==> src/rtl/dice_roll_controller.sv <==
// dice_roll_controller: arbitrates six die buttons, spins BCD digits, decelerates and holds the result
module dice_roll_controller #(
    parameter int SLOW_STEPS   = 12,
    parameter int SHOW_TIMEOUT = 0
) (
    input  logic       clk,
    input  logic       rst_n,
    input  logic [5:0] btn_in,
    output logic [3:0] digit10,
    output logic [3:0] digit1,
    output logic [5:0] die_sel,
    output logic       rolling,
    output logic       result_valid,
    output logic       done_pulse
);
    localparam int KW = SLOW_STEPS > 1 ? $clog2(SLOW_STEPS) : 1;
    localparam int TW = SHOW_TIMEOUT > 0 ? $clog2(SHOW_TIMEOUT + 1) : 1;

    typedef enum logic [1:0] {IDLE, SPIN, SLOW, SHOW} state_t;

    state_t                r_state, w_state;
    logic [3:0]            r_d10, r_d1, w_d10, w_d1;
    logic [5:0]            r_die, w_die, r_btn_prev, w_grant;
    logic [KW-1:0]         r_k, w_k;
    logic [SLOW_STEPS-1:0] r_wait, w_wait, w_lim;
    logic [TW-1:0]         r_tmr, w_tmr;
    logic                  r_rolling, r_valid, r_done, w_done;
    logic                  w_start, w_held, w_at_max, w_last, w_timeout;
    logic [7:0]            w_max_bcd;
    logic [3:0]            w_inc_d10, w_inc_d1;

    // Only a rising edge of "any button" starts a roll; a held button after reset does nothing.
    assign w_start   = (|btn_in) & ~(|r_btn_prev);
    assign w_grant   = btn_in & (~btn_in + 6'd1);
    assign w_held    = |(btn_in & r_die);
    assign w_max_bcd = r_die[0] ? 8'h04 : r_die[1] ? 8'h06 : r_die[2] ? 8'h08 :
                       r_die[3] ? 8'h10 : r_die[4] ? 8'h20 : 8'h00;
    // 100 is displayed as 00, so 99 rolls over to 00 and 00 is the d100 maximum.
    assign w_at_max  = {r_d10, r_d1} == w_max_bcd;
    assign w_inc_d1  = w_at_max ? 4'd1 : (r_d1 == 4'd9 ? 4'd0 : r_d1 + 4'd1);
    assign w_inc_d10 = w_at_max ? 4'd0 :
                       (r_d1 == 4'd9 ? (r_d10 == 4'd9 ? 4'd0 : r_d10 + 4'd1) : r_d10);
    assign w_lim     = (SLOW_STEPS'(1) << r_k) - SLOW_STEPS'(1);
    assign w_last    = r_k == KW'(SLOW_STEPS - 1);
    assign w_timeout = (SHOW_TIMEOUT > 0) && (r_tmr == TW'(SHOW_TIMEOUT - 1));

    // Next-state and next-register logic for the roll sequencer.
    always_comb begin
        w_state = r_state;
        w_d10   = r_d10;
        w_d1    = r_d1;
        w_die   = r_die;
        w_k     = r_k;
        w_wait  = r_wait;
        w_tmr   = '0;
        w_done  = 1'b0;
        case (r_state)
            IDLE, SHOW: begin
                if (w_start) begin
                    w_state = SPIN;
                    w_d10   = 4'd0;
                    w_d1    = 4'd1;
                    w_die   = w_grant;
                    w_k     = '0;
                    w_wait  = '0;
                end else if (r_state == SHOW && w_timeout) begin
                    w_state = IDLE;
                    w_d10   = 4'd0;
                    w_d1    = 4'd0;
                    w_die   = 6'd0;
                end else if (r_state == SHOW) begin
                    w_tmr = r_tmr + TW'(1);
                end
            end
            SPIN: begin
                if (w_held) begin
                    w_d10 = w_inc_d10;
                    w_d1  = w_inc_d1;
                end else begin
                    w_state = SLOW;
                    w_k     = '0;
                    w_wait  = '0;
                end
            end
            SLOW: begin
                if (r_wait == w_lim) begin
                    w_d10  = w_inc_d10;
                    w_d1   = w_inc_d1;
                    w_wait = '0;
                    w_k    = r_k + KW'(1);
                    if (w_last) begin
                        w_state = SHOW;
                        w_done  = 1'b1;
                        w_k     = '0;
                    end
                end else begin
                    w_wait = r_wait + SLOW_STEPS'(1);
                end
            end
            default: w_state = IDLE;
        endcase
    end

    // State and output registers; flags are derived from the next state so they are registered.
    always_ff @(posedge clk or negedge rst_n) begin
        if (!rst_n) begin
            r_state    <= IDLE;
            r_d10      <= 4'd0;
            r_d1       <= 4'd0;
            r_die      <= 6'd0;
            r_k        <= '0;
            r_wait     <= '0;
            r_tmr      <= '0;
            r_btn_prev <= '1;
            r_rolling  <= 1'b0;
            r_valid    <= 1'b0;
            r_done     <= 1'b0;
        end else begin
            r_state    <= w_state;
            r_d10      <= w_d10;
            r_d1       <= w_d1;
            r_die      <= w_die;
            r_k        <= w_k;
            r_wait     <= w_wait;
            r_tmr      <= w_tmr;
            r_btn_prev <= btn_in;
            r_rolling  <= (w_state == SPIN) || (w_state == SLOW);
            r_valid    <= w_state == SHOW;
            r_done     <= w_done;
        end
    end

    assign digit10      = r_d10;
    assign digit1       = r_d1;
    assign die_sel      = r_die;
    assign rolling      = r_rolling;
    assign result_valid = r_valid;
    assign done_pulse   = r_done;
endmodule

==> config.mk <==
export PLATFORM = sky130hd
export DESIGN_NAME = dice_roll_controller
export DESIGN_NICKNAME = d
export VERILOG_FILES = /design/src/rtl/dice_roll_controller.sv
export SDC_FILE = /design/constraint.sdc
export NUM_CORES = 1
export LEC_CHECK = 0
export CORE_ASPECT_RATIO = 0.6
export CORE_MARGIN = 2
export CORE_UTILIZATION = 35
export CTS_CLUSTER_DIAMETER = 200
export CTS_CLUSTER_SIZE = 8
export DETAILED_ROUTE_END_ITERATION = 7
export DONT_BUFFER_PORTS = 1
export PLACE_DENSITY = 0.63
export SYNTH_ARGS = -nofsm -noshare
export SYNTH_HDL_FRONTEND = slang
export SYNTH_SLANG_ARGS = --single-unit
==> constraint.sdc <==
create_clock -name clk -period 3.1 [get_ports clk]
set_clock_uncertainty 0.2 [all_clocks]
set_input_delay 0.62 -clock clk [delete_from_list [all_inputs] [get_ports clk]]
set_output_delay 0.62 -clock clk [all_outputs]
set_load 0.005 [all_outputs]
; ---- Word level (Yosys, flattened, before mapping)
; Index checks and enable logic that the tools add are counted.
[totals]
elab_cells = 81
output_inout_bits = 17
regBits = 41
in_bits = 8
[classes]
n_bitwise = 5
n_addsub = 6
eq_ne = 15
reduce_logical = 10
shifts = 1
muxes = 34
[ops]
columns = cell, count
row1 = $mux W4, 14
row2 = $mux W12, 3
row3 = $pmux W12 S3, 1
row4 = $pmux W4 S3, 3
row5 = $mux W6, 5
row6 = $reduce_or A6 Y1, 3
row7 = $add A12 B1 Y12 const B, 1
row8 = $add A4 B1 Y4 const B, 3
row9 = $and A6 B6 Y6, 2
row10 = $eq A12 B12 Y1, 1
row11 = $eq A4 B4 Y1 const B, 3
row12 = $shl A1 B4 Y12 const A, 1
row13 = $sub A12 B2 Y12 const B, 1
row14 = $eq A2 B2 Y1 const B, 4
row15 = $eq A8 B6 Y1, 1
row16 = $mux W2, 4
row17 = $ne A2 B2 Y1 const B, 4
row18 = $add A6 B1 Y6 const B, 1
row19 = $not A6 Y6, 1
row20 = $pmux W2 S3, 1
row21 = $reduce_and A3 Y1, 2
row22 = $eq A2 B1 Y1 const B, 2
row23 = $reduce_and A2 Y1, 2
row24 = $mux W1, 3
row25 = 5 further kinds, 5

; ---- Longest topological paths before layout
[logic_depth]
ltp_word = 9
ltp_mapped = 15
mapped_depth_nobuf = 14

; ---- Least setup slack after synthesis
; No wires, ideal clock.
[synth_timing]
kind = register to register
startpoint = reg r_k[0]
endpoint = reg r_rolling (netlist: rolling)
required_ps = 2774
stages_incl_launch_ff = 16
path_slack_ps = -273
t_arrival_ps = 3047
setup_time_ps = 126
n_path_buf = 1
period_less_slack_ps = 3373
cell_sequence = dfrtp_1 -> inv_1 -> ha_1 -> buf_2 -> nor3b_2 -> inv_1 -> ha_1 -> nor2b_1 -> a21o_1 -> o31ai_1 -> mux2_2 -> a31o_2 -> nand4_1 -> nor3_2 -> a21bo_2 -> ha_1
[synth_via]
elab_chain_len = 7
word_cells_on_any_way = 10
classes_between = add/sub: 1 / eq/ne: 4 / shift: 1 / mux: 3 / reduce/logical: 1
[synth_lines]
columns = element, line_no
row1 = from (decl), 24  ; logic [KW-1:0] r_k, w_k;
row2 = from (signal assigned), 123  ; r_k <= w_k;
row3 = $shl A1 B4 Y12, 43  ; assign w_lim = (SLOW_STEPS'(1) << r_k) - SLOW_STEPS'(1);
row4 = $sub A12 B2 Y12, 43
row5 = $eq A12 B12 Y1, 86  ; if (r_wait == w_lim) begin
row6 = $mux W2 *, 86
row7 = $pmux W2 S3 *, 57  ; case (r_state)
row8 = $eq A2 B1 Y1 / $eq A2 B2 Y1 (equally long branches), 127  ; r_rolling <= (w_state == SPIN) || (w_state == SLOW);
row9 = $logic_or A1 B1 Y1 *, 127
row10 = to (signal assigned), 127
row11 = to (decl), 27  ; logic r_rolling, r_valid, r_done, w_done;
; Mark *: on every way between the ends. The rest lies on a longest branch, timed or not.
; A chain may end at the register's enable or synchronous reset.

; ---- Final worst setup path
[layout_timing]
startpoint = reg r_k[0]
endpoint = reg r_d1[0] (netlist: digit1[0])
[layout_via]
elab_chain_len = 5
[layout_lines]
columns = element, line_no
row1 = $shl A1 B4 Y12, 43
row2 = $sub A12 B2 Y12, 43
row3 = $eq A12 B12 Y1, 86
row4 = $ne A2 B2 Y1 (no source line), -
row5 = $reduce_and A3 Y1 (no source line), -
row6 = to (signal assigned), 121  ; r_d1 <= w_d1;
row7 = to (decl), 22  ; logic [3:0] r_d10, r_d1, w_d10, w_d1;
; No other way between the ends.

==> flow_summary.json <==
{
  "status": "complete, but fails checks",
  "violations": "negative setup slack",
  "cp.required_ns": 3.07,
  "totalWireLength_mm": 8.28,
  "start_kind": "flip-flop",
  "setup_violations": 19,
  "grt_pass1_vias": 2458,
  "fin_cells": 478,
  "chipWidth_um": 122,
  "drive_gt1_share_pct": 31.6,
  "yosysMostFrequentCell": "dfrtp_1",
  "seq_power_share_pct": 20.1,
  "synthCells": 332,
  "syn-num-nets": 355,
  "slew_headroom_pct": 32.3,
  "ys_types": 63,
  "area_growth_syn_to_layout_pct": 32.8,
  "drtPass1Iterations": 5,
  "cp.depth": 13,
  "rows": 25,
  "fin_nets": 392,
  "p_per_area_nw_per_um2": 1090,
  "crit_path_max_incr_delay_ns": 0.44,
  "syn_area_um2": 2910,
  "die_area_um2": 9080,
  "htree_levels": 2,
  "num_antenna_cells": 0,
  "placed_cells": 459,
  "tightestPinTransition_ns": 1.01,
  "drt_iter0_markers": 217,
  "yosysSeqAreaShare_pct": 35.5,
  "synth.avg_cell_area_um2": 8.76,
  "clkPwrFrac_pct": 16.3,
  "peakVddDrop_mv": 0.441,
  "fmaxAchievable_mhz": 305,
  "antenna_found_initial": 0,
  "period_share_pct": 106,
  "drcViolationCount": 0,
  "dieHeight_um": 74.6,
  "critPathKind": "reg2reg",
  "p_leak_uw": 0.00155,
  "reg2reg_depth": 13,
  "synthTopCellsByArea": "dfrtp_1, ha_1, dfstp_2, nand2_1, a21oi_1",
  "crit_top_cell": "buf_4",
  "hpwl_mm": 5.95,
  "ys.flop_type": "dfrtp_1",
  "synth_top_area_share_pct": 30.1,
  "hold_violations": 0,
  "end_kind": "flip-flop",
  "cp_max_fo": 6,
  "ant_nets": 0,
  "yosys_register_bits": 41,
  "p_sw_uw": 1800,
  "core_area_um2": 7980,
  "routedWlPerCell_um": 17.3,
  "layout_min_cycle_time_ns": 3.28,
  "start_util_pct": 36.5,
  "maxCapViolations": 0,
  "combPwrFrac_pct": 63.6,
  "gp_congestion": 0.852,
  "slew_viol_final": 0,
  "cts_sinks": 41,
  "internal_power_uw": 2420,
  "clock_latency_ns": 0.29,
  "grt_use_total_pct": 18.7,
  "clockRootBuffer": "clkbuf_16",
  "async_flop_share_pct": 100,
  "synth_edf_count": 0,
  "final_util_pct": 48.4,
  "clk_pin_slew_ns": 0.06,
  "cp_data_arrival_time_ns": 3.26,
  "top_level_ports": 25,
  "numCtsBuffers": 5,
  "io_buffers": 0,
  "synth_common_cells": "dfrtp_1, nand2_1, nor2_1",
  "place_area_um2": 3290,
  "crit_chain": "ha_2 -> buf_4 -> ha_4 -> nor4_4 -> buf_4 -> o21a_1 -> or4_1 -> nand4_1 -> nor4_4 -> nand4_1 -> buf_4 -> a21oi_4 -> mux2_4",
  "num_vias": 2716,
  "grt_overflow": 0,
  "hold_class": "in2reg",
  "grt_max_degree": 42,
  "viasPerCell": 5.68,
  "grt_pass1_wl_mm": 13.1,
  "whs_path_depth": 0,
  "crit_slowest_cell": "dfrtp_2",
  "yosys_warnings": 0,
  "finalWorstSetupSlack_ns": -0.184,
  "design_area_um2": 3860,
  "switching_share_pct": 42.7,
  "crit_family": "simple AND/OR/NAND/NOR gates",
  "clockBufferDepth": 2,
  "cts_tree": "built",
  "critPathBufInv": 3,
  "rsz0062_at_grt": "true",
  "synth_top_area_cell": "dfrtp_1"
}
-- repair_timing --
action,in CTS,in global routing
hold buffers,2,0
resized for setup,32,27
setup endpoints to repair,28,28
setup buffers,7,3
pin swaps,16,18
endpoints found under the hold margin,41,0
-- through the flow --
stage	setup WS (ns)	hold WS (ns)	power (uW)	setup TNS, ns
after floorplan	-0.0256	0.124	2210	-0.0979
after global placement	-0.342	0.126	2780	-4.18
after detailed placement	-0.432	0.126	2830	-6.47
after CTS	-0.141	0.123	3920	-0.963
after global routing	-0.315	0.112	4470	-3.86
final	-0.184	0.128	4220	-1.32
-- registers in the layout, summed over array words and instances, names as in the netlist --
| register | count |
|---|---|
| result_valid | 1 |
| rolling | 1 |
| r_k | 4 |
| r_wait | 12 |
| r_state | 2 |
| die_sel | 6 |
| digit1 | 4 |
| digit10 | 4 |
| r_btn_prev | 6 |
| done_pulse | 1 |
-- path summary, 6_finish.rpt --
path | from | to | slack [ns]
worst max-delay path | r_k[0] | digit1[0] | -0.18
worst min-delay path | btn_in[2] | r_btn_prev[2] | 0.13
max in group asynchronous | rst_n | r_btn_prev[2] | 1.84
worst max register to register | r_k[0] | digit1[0] | -0.18
min in group asynchronous | rst_n | r_k[1] | 0.60
worst min register to register | r_wait[0] | r_wait[0] | 0.37
-- kinds of logic (layout without fill, tap and decap cells) --
family / count (synthesis) / in the layout / share of synthesized area (%)
buf+inv: 38 / 76 / 6.33
flops: 41 / 41 / 35.5
simple gates: 130 / 130 / 24.2
mux: 4 / 4 / 1.51
fa+ha+maj: 15 / 15 / 6.45
compound gates: 91 / 91 / 22.0
xor+xnor: 13 / 13 / 3.92
-- cell usage in the layout, fill, tap and decap left out, types with 9 or more instances in the layout --
cell type | netlist | layout
nor3_1 | 16 | 15
buf_6 | 4 | 9
a21oi_1 | 19 | 12
dfrtp_1 | 35 | 33
o21ai_0 | 15 | 12
nor2_1 | 22 | 21
nand2_1 | 31 | 31
inv_1 | 21 | 18
buf_4 | 1 | 35
nand3_1 | 14 | 13
-- power by group through the flow --
stage	Clock, uW	Combinational, uW	Sequential [uW]
5_1_grt	721	2880	870
3_5_place_dp	0	1990	841
2_1_floorplan	0	1450	753
6_report	687	2680	847
4_1_cts	693	2390	836
3_3_place_gp	0	1950	834
-- metal layers --
metal / up-vias / global-route usage, % / wire length (um)
met3: 4 / 4.83 / 603
met1: 1328 / 29.9 / 4260
li1: 1296 / - / -
met5: - / 0 / 0
met2: 88 / 25.5 / 3390
met4: 0 / 2.30 / 19
-- final cells by class --
type | instances | area, um2
multi-input combinational | 253 | 2000
inverter | 21 | 78.8
clock inverter | 3 | 68.8
sequential | 41 | 1040
clock buffer | 5 | 125
timing repair buffer | 47 | 414
tap | 108 | 135
fill | 704 | 4110
(Power assumes the default switching activity.)
